[config.mk]
export PLATFORM = sky130hd
export DESIGN_NAME = pipe_addsub_flat
export DESIGN_NICKNAME = d
export VERILOG_FILES = /design/src/rtl/pipe_addsub_if.sv /design/src/rtl/pipe_addsub.sv /design/src/flat_wrapper.sv
export SDC_FILE = /design/constraint.sdc
export NUM_CORES = 1
export LEC_CHECK = 0
export ABC_AREA = 1
export CORE_UTILIZATION = 35
export DETAILED_ROUTE_END_ITERATION = 6
export PLACE_DENSITY_LB_ADDON = 0.3
export RECOVER_POWER = 100
export SLEW_MARGIN = 20
export SYNTH_ARGS = -nofsm -noshare
export SYNTH_HDL_FRONTEND = slang
export SYNTH_SLANG_ARGS = --single-unit
[constraint.sdc]
create_clock -name clk -period 2.24 [get_ports clk]
set_input_delay 0.336 -clock clk [delete_from_list [all_inputs] [get_ports clk]]
set_output_delay 0.336 -clock clk [all_outputs]
set_load 0.05 [all_outputs]
[src/rtl/pipe_addsub_if.sv]
// Operand/result handshake bundle for pipe_addsub: the master drives operands and
// consumer ready, the slave (the unit) returns results, overflow status and occupancy.
interface pipe_addsub_if #(
  parameter int W  = 10,
  parameter int CW = 8
);
  logic          in_valid;
  logic          in_ready;
  logic [1:0]    op;
  logic [W-1:0]  a;
  logic [W-1:0]  b;
  logic          out_valid;
  logic          out_ready;
  logic [W-1:0]  y;
  logic          ovf;
  logic          ovf_clr;
  logic [CW-1:0] ovf_cnt;
  logic          busy;

  modport master (
    output in_valid, op, a, b, out_ready, ovf_clr,
    input  in_ready, out_valid, y, ovf, ovf_cnt, busy
  );

  modport slave (
    input  in_valid, op, a, b, out_ready, ovf_clr,
    output in_ready, out_valid, y, ovf, ovf_cnt, busy
  );
endinterface

[src/rtl/pipe_addsub.sv]
// Wrap/saturating add-sub, DEPTH-stage pipeline, results in order DEPTH cycles after acceptance.
// A single global enable freezes every stage while the last one holds an unaccepted result.
module pipe_addsub #(
  parameter int W     = 10,
  parameter int DEPTH = 2,
  parameter int CW    = 8
) (
  input  logic         clk,
  input  logic         rst,
  pipe_addsub_if.slave bus
);

  localparam logic [CW-1:0] CNT_MAX = '1;

  logic         w_en;
  logic         w_xfer;
  logic [W:0]   w_sum;
  logic [W:0]   w_dif;
  logic [W-1:0] w_res;
  logic         w_ovf;

  logic [DEPTH-1:0] r_vld;
  logic [DEPTH-1:0] r_ovf;
  logic [W-1:0]     r_res [DEPTH];
  logic [CW-1:0]    r_cnt;

  // Zero-extended operands make the top bit the carry for add and the borrow for sub.
  always_comb begin
    w_sum = {1'b0, bus.a} + {1'b0, bus.b};
    w_dif = {1'b0, bus.a} - {1'b0, bus.b};
    w_ovf = bus.op[0] ? w_dif[W] : w_sum[W];
    w_res = bus.op[0] ? w_dif[W-1:0] : w_sum[W-1:0];
    if (bus.op[1] && w_ovf) begin
      w_res = bus.op[0] ? '0 : '1;
    end
  end

  assign w_en   = !r_vld[DEPTH-1] || bus.out_ready;
  assign w_xfer = r_vld[DEPTH-1] && bus.out_ready;

  always_ff @(posedge clk or posedge rst) begin
    if (rst) begin
      r_vld <= '0;
      r_ovf <= '0;
      for (int i = 0; i < DEPTH; i++) begin
        r_res[i] <= '0;
      end
    end else if (w_en) begin
      r_vld[0] <= bus.in_valid;
      r_ovf[0] <= w_ovf;
      r_res[0] <= w_res;
      for (int i = 1; i < DEPTH; i++) begin
        r_vld[i] <= r_vld[i-1];
        r_ovf[i] <= r_ovf[i-1];
        r_res[i] <= r_res[i-1];
      end
    end
  end

  // Clear wins over a coincident overflow delivery; that event is dropped.
  always_ff @(posedge clk or posedge rst) begin
    if (rst) begin
      r_cnt <= '0;
    end else if (bus.ovf_clr) begin
      r_cnt <= '0;
    end else if (w_xfer && r_ovf[DEPTH-1] && (r_cnt != CNT_MAX)) begin
      r_cnt <= r_cnt + 1'b1;
    end
  end

  assign bus.in_ready  = w_en;
  assign bus.out_valid = r_vld[DEPTH-1];
  assign bus.y         = r_res[DEPTH-1];
  assign bus.ovf       = r_ovf[DEPTH-1];
  assign bus.ovf_cnt   = r_cnt;
  assign bus.busy      = |r_vld;

endmodule
[src/flat_wrapper.sv]
// flat-port wrapper written by rule: the top's interface ports become plain ports
module pipe_addsub_flat 
#(
  parameter int W     = 10,
  parameter int DEPTH = 2,
  parameter int CW    = 8
)
  (clk, rst, bus_in_valid, bus_op, bus_a, bus_b, bus_out_ready, bus_ovf_clr, bus_in_ready, bus_out_valid, bus_y, bus_ovf, bus_ovf_cnt, bus_busy);
  pipe_addsub_if #(.W(W), .CW(CW)) bus_i ();
  input  logic clk;
  input  logic rst;
  input wire logic [$bits(bus_i.in_valid)-1:0] bus_in_valid;
  input wire logic [$bits(bus_i.op)-1:0] bus_op;
  input wire logic [$bits(bus_i.a)-1:0] bus_a;
  input wire logic [$bits(bus_i.b)-1:0] bus_b;
  input wire logic [$bits(bus_i.out_ready)-1:0] bus_out_ready;
  input wire logic [$bits(bus_i.ovf_clr)-1:0] bus_ovf_clr;
  output wire logic [$bits(bus_i.in_ready)-1:0] bus_in_ready;
  output wire logic [$bits(bus_i.out_valid)-1:0] bus_out_valid;
  output wire logic [$bits(bus_i.y)-1:0] bus_y;
  output wire logic [$bits(bus_i.ovf)-1:0] bus_ovf;
  output wire logic [$bits(bus_i.ovf_cnt)-1:0] bus_ovf_cnt;
  output wire logic [$bits(bus_i.busy)-1:0] bus_busy;
  assign bus_i.in_valid = bus_in_valid;
  assign bus_i.op = bus_op;
  assign bus_i.a = bus_a;
  assign bus_i.b = bus_b;
  assign bus_i.out_ready = bus_out_ready;
  assign bus_i.ovf_clr = bus_ovf_clr;
  assign bus_in_ready = bus_i.in_ready;
  assign bus_out_valid = bus_i.out_valid;
  assign bus_y = bus_i.y;
  assign bus_ovf = bus_i.ovf;
  assign bus_ovf_cnt = bus_i.ovf_cnt;
  assign bus_busy = bus_i.busy;
  pipe_addsub #(.W(W), .DEPTH(DEPTH), .CW(CW)) u_core (.clk(clk), .rst(rst), .bus(bus_i));
endmodule
# Word level (Yosys, flattened, before mapping)
# Index checks and enable logic that the tools add are counted.
dict set report classes {
  n_addsub 3
  n_eq_ne 1
  mux 6
  n_reduce_logical 8
}
# operator n
set op_table {}
lappend op_table {{2-to-1 mux 10 bit} 3}
lappend op_table {{2-to-1 mux 8 bit} 2}
lappend op_table {{adder 10 x 10 -> 11 bit} 1}
lappend op_table {{subtractor 10 x 10 -> 11 bit} 1}
lappend op_table {{adder 8 x 1 -> 8 bit, second input constant} 1}
lappend op_table {{inequality test 8 bit, second input constant} 1}
lappend op_table {{logical AND 1 bit} 4}
lappend op_table {{nonzero test 2 bit} 1}
lappend op_table {{OR reduction 2 bit} 1}
lappend op_table {{logical NOT 1 bit} 1}
lappend op_table {{logical OR 1 bit} 1}
lappend op_table {{2-to-1 mux 1 bit} 1}
dict set report totals {
  regBits 32
  in_bits 27
}

# Depth between registers and ports, before layout
dict set report logic_depth {
  word_depth 5
  depth_mapped 15
  mapped_depth_nobuf 14
}

# Least setup slack after synthesis
# Ideal clock, no wire load.
dict set report synth_timing {
  kind {reg-to-output}
  start {register u_core.r_vld[1]}
  end {output bus_in_ready}
  arrival_ns 1.545
  path_slack_ns 0.359
  path_stages_with_launch 4
  path_cell_list {dfrtp_1 -> nand2_1 -> buf_2 -> clkbuf_1}
}
dict set report synth_via {
  elab_chain_len 2
}
# item line
set synth_lines {}
lappend synth_lines {{start: declaration} pipe_addsub.sv:22} ;# logic [DEPTH-1:0] r_vld;
lappend synth_lines {{start signal: indexed assignment} pipe_addsub.sv:53} ;# r_vld[i] <= r_vld[i-1];
lappend synth_lines {{logical NOT 1 bit} pipe_addsub.sv:38} ;# assign w_en = !r_vld[DEPTH-1] || bus.out_ready;
lappend synth_lines {{logical OR 1 bit} pipe_addsub.sv:38}
lappend synth_lines {{end: declaration} flat_wrapper.sv:18} ;# output wire logic [$bits(bus_i.in_ready)-1:0] bus_in_ready;
# Every way passes these cells.

# Worst setup path in the final report
dict set report layout_timing {
  start {input bus_b[5]}
  end {register u_core.r_res[19] in the netlist's numbering}
}
dict set report layout_via {
  elab_chain_len 4
}
# item line
set layout_lines {}
lappend layout_lines {{start: declaration} flat_wrapper.sv:15} ;# input wire logic [$bits(bus_i.b)-1:0] bus_b;
lappend layout_lines {{adder 10 x 10 -> 11 bit or subtractor 10 x 10 -> 11 bit (tied branches)} {pipe_addsub.sv:29, pipe_addsub.sv:30}}
lappend layout_lines {{2-to-1 mux 1 bit} pipe_addsub.sv:31} ;# w_ovf = bus.op[0] ? w_dif[W] : w_sum[W];
lappend layout_lines {{logical AND 1 bit} pipe_addsub.sv:33} ;# if (bus.op[1] && w_ovf) begin
lappend layout_lines {{2-to-1 mux 10 bit (*)} pipe_addsub.sv:33}
lappend layout_lines {{end signal: indexed assignment} pipe_addsub.sv:55} ;# r_res[i] <= r_res[i-1];
lappend layout_lines {{end: declaration} pipe_addsub.sv:24} ;# logic [W-1:0] r_res [DEPTH];
# Every way passes the cells marked *; elsewhere a longest branch is shown, timed or not.
# A chain may end at the register's enable or synchronous reset.

==> impl_summary.log <==
[metrics] setup repair after global routing missed its margin: no
[metrics] Final period util: 91.3%
[metrics] final cell area excluding filler cells: roughly 0.0034 mm^2
[metrics] achievable frequency: ~490 MHz
[metrics] io pins: 49
[metrics] buffers from clock root to sink, at most: 2
[metrics] Core Region: between 0.006 and 0.007 mm^2
[metrics] Max-Slew Margin vs Limit: 48.4%
[metrics] category of the worst setup path launch point: input port
[metrics] via count of the first global-routing pass: ~2200
[metrics] Final Max Slew Viols: 0
[metrics] post-CTS setup buffer count: 0
[metrics] highest ir drop seen on vdd: 0.212 mV
[metrics] critical path start-end classification: input port to register
[metrics] Final Skew: 0.00396 ns
[metrics] clock period minus final worst setup slack: 2.04 ns
[metrics] tightest hold margin: 0.463 ns
[metrics] post-layout util: 48.7%
[metrics] worst setup timing slack at the placement stage: -0.0949 ns
[metrics] CP Data Required Time: 2.40 ns
[metrics] Power Dens Cells: 682 mW/mm^2
[metrics] number of antenna violations at the first check in global routing: 0
[metrics] clock insertion delay at the later pin of the skew report: 0.28 ns
[metrics] number of levels in the clock H-tree: 2
[metrics] standby leakage power: about 1.7 nW
[metrics] status: completed
[metrics] via total after detailed routing: between 2000 and 2500
[metrics] Synth top area share: between 30% and 40%
[metrics] effective utilization at floorplan: a little under two fifths
[metrics] number of instances in the synthesized netlist: ~360
[metrics] final antenna diode count: 0
[metrics] ranking of synthesized cells by area: sky130_fd_sc_hd__dfrtp_1 31%, sky130_fd_sc_hd__nand2_1 15%, sky130_fd_sc_hd__ha_1 10%
[metrics] DR WL/cell: about 11 um
[metrics] Horiz. Die Dim: approximately 87 um
[metrics] maximum number of pins on one net before global-route repair: 33
[metrics] Sequential cell area: 801 um^2
[metrics] post-synthesis average cell area: approximately 7.2 um^2
[metrics] clock buffers created by TritonCTS: 5
[metrics] Site Rows: 30
[metrics] crit-path max FO: 10
[metrics] die outline height: slightly below 90 um
[metrics] total overflow reported by the global router: 0
[metrics] First DRT Iteration DRCs: between 90 and 100
[metrics] post-route worst setup slack: between 0.15 and 0.2 ns
[metrics] endpoints failing hold: 0
[metrics] post-route ant nets: 0
[metrics] Die Area: 0.00763 mm^2
[metrics] placed instance count: a little over 500
[metrics] placer congestion estimate: ~0.9
[metrics] sink count of the clock tree: 32
[metrics] Post-Route WL: between 5 and 6 mm
[metrics] number of cells upsized or downsized after cts: 0
[metrics] worst endpoint data arrival time: approximately 2.2 ns
[metrics] area occupied by multi-input gates: between 0.001 and 0.0015 mm^2
[metrics] Area growth, synth to finish: 32.0%
[metrics] TritonCTS clock tree: done
[metrics] Post-DP HPWL: 4.70 mm
[metrics] ratio of cells with drive above 1 in the final layout: 14.3%
[metrics] CTS clock-pin slew for the worst setup and hold paths: roughly 0.060 ns
[metrics] number of max-cap violations: 0
[metrics] CTS hold repair buffers: 0
[metrics] flop and latch count out of synthesis: 32
[metrics] DRC: 0
[metrics] Filler Cells Inserted: about 740
[metrics] class of the worst hold path: register to register
[metrics] warnings from Yosys: 0
[metrics] Buffers on Ports: 48
[metrics] clock tree root driver cell: sky130_fd_sc_hd__clkbuf_8
[metrics] transition time at the pin with the least slew margin: around 0.77 ns
[metrics] post-synth top area cell: sky130_fd_sc_hd__dfrtp_1
[metrics] count of nets after finishing: 470
[metrics] nets in the synthesized netlist: between 400 and 500
[metrics] Syn Std Cell Area: between 0.002 and 0.003 mm^2
[metrics] endpoint type of the worst setup path: register
[metrics] Distinct cells, synth: 32
[metrics] global-route wire length before repair: 9.80 mm
[metrics] GRT Util Overall: 16.4%
[metrics] final cell count without fillers: around 520
[metrics] TritonRoute pass-1 iters: 4
[metrics] post-place instance area: between 0.003 and 0.004 mm^2
[metrics] Avg Vias per Cell: about 4.5
[metrics] final setup violation count: 0
[metrics] sequential cell area fraction in the yosys report: 31.4%
==> metal layers <==
layer	wire length, um	track usage (%)	share of wire (%)	up-vias
met5	0	0	0	-
met4	87	5.37	1.5	0
met3	195	2.65	3.4	8
met2	2690	27.8	47	53
met1	2730	21.3	48	1041
li1	-	-	-	1247
==> cell usage in the layout, fill, tap and decap left out, drive strengths merged <==
cell,synthesis,layout
a211oi,1,1
a21o,2,2
a21oi,24,24
a31oi,1,1
buf,14,25
bufinv,0,1
clkbuf,3,9
clkdlybuf4s50,0,24
clkinv,1,1
dfrtp,32,32
dlygate4sd3,0,23
dlymetal6s2s,0,1
fa,2,2
ha,21,21
inv,46,46
mux2,10,10
nand2,109,109
nand3,21,21
nand3b,1,1
nand4,2,2
nor2,39,39
nor3,7,7
o21a,2,2
o21ai,12,12
o21bai,2,2
xor2,3,3
==> synthesized netlist by cell type, drive strengths merged <==
| cell type | instances |
|---|---|
| buf | 14 |
| nand4 | 2 |
| xor2 | 3 |
| fa | 2 |
| nor3 | 7 |
| nor2 | 39 |
| nand3 | 21 |
| o21a | 2 |
| inv | 46 |
| nand2 | 109 |
| a21oi | 24 |
| a211oi | 1 |
| clkbuf | 3 |
| a21o | 2 |
| o21bai | 2 |
| dfrtp | 32 |
| a31oi | 1 |
| clkinv | 1 |
| nand3b | 1 |
| mux2 | 10 |
| o21ai | 12 |
| ha | 21 |
==> cell families (layout without fill, tap and decap cells) <==
family | Yosys count | after routing | synth area share (%)
xor gates and xnor gates | 3 | 3 | 1.03
adders and majority gates | 23 | 23 | 11.9
DFF | 32 | 32 | 31.4
and+or+nand+nor | 179 | 179 | 29.8
muxes | 10 | 10 | 4.42
AOI/OAI and AO/OA | 44 | 44 | 9.82
buffers and inverters | 64 | 130 | 11.6
==> registers in the layout, indices dropped and copies added, names as in the netlist <==
register / count
u_core.r_res: 10
u_core.r_ovf: 2
u_core.r_vld: 2
u_core.bus.ovf_cnt: 8
u_core.bus.y: 10
==> per-stage QoR <==
stage / total power, W / setup TNS (ns)
2_1_floorplan: 0.00148 / 0
3_3_place_gp: 0.00174 / -0.571
3_5_place_dp: 0.00175 / -0.846
4_1_cts: 0.00236 / 0
5_1_grt: 0.00244 / 0
6_report: 0.00229 / 0
==> critical path: stages <==
cell and delay, ns:
sky130_fd_sc_hd__clkdlybuf4s50_1 0.48, sky130_fd_sc_hd__inv_1 0.05, sky130_fd_sc_hd__ha_1 0.38, sky130_fd_sc_hd__a21oi_1 0.35, sky130_fd_sc_hd__nand2_1 0.09, sky130_fd_sc_hd__nand2_1 0.06
sky130_fd_sc_hd__nand4_1 0.10, sky130_fd_sc_hd__nand2_2 0.11, sky130_fd_sc_hd__nand2_4 0.10, sky130_fd_sc_hd__nand3_1 0.10, sky130_fd_sc_hd__a21oi_1 0.06
==> area by class of cell <==
cell class                 count  area share [%]
inverter                      47            5.24
multi-input combinational    259            43.0
sequential                    32            23.8
clock buffer                   7            2.86
clock inverter                 1           0.893
tap                           96            3.57
timing repair buffer          75            20.7
==> worst paths after layout <==
| kind | start | to | slack (ns) | cells past startpoint |
|---|---|---|---|---|
| worst max-delay path | bus_b[5] | u_core.r_res[19] | 0.20 | 11 |
| worst min-delay path | u_core.r_vld[0] | u_core.r_vld[1] | 0.46 | 2 |
| worst max register to register | u_core.bus.ovf_cnt[0] | u_core.bus.ovf_cnt[7] | 0.44 | 10 |
| worst min register to register | u_core.r_vld[0] | u_core.r_vld[1] | 0.46 | 2 |
| max in group asynchronous | rst | u_core.r_res[17] | 1.02 | 3 |
| min in group asynchronous | rst | u_core.bus.y[5] | 0.73 | 3 |
==> power breakdown <==
group / switching [W] / internal, W / leakage [nW]
clock network: 0.000203 / 0.000392 / 0.0645
registers: 0.0000528 / 0.000692 / 0.389
logic: 0.000591 / 0.000363 / 1.29
(Power assumes the default switching activity.)
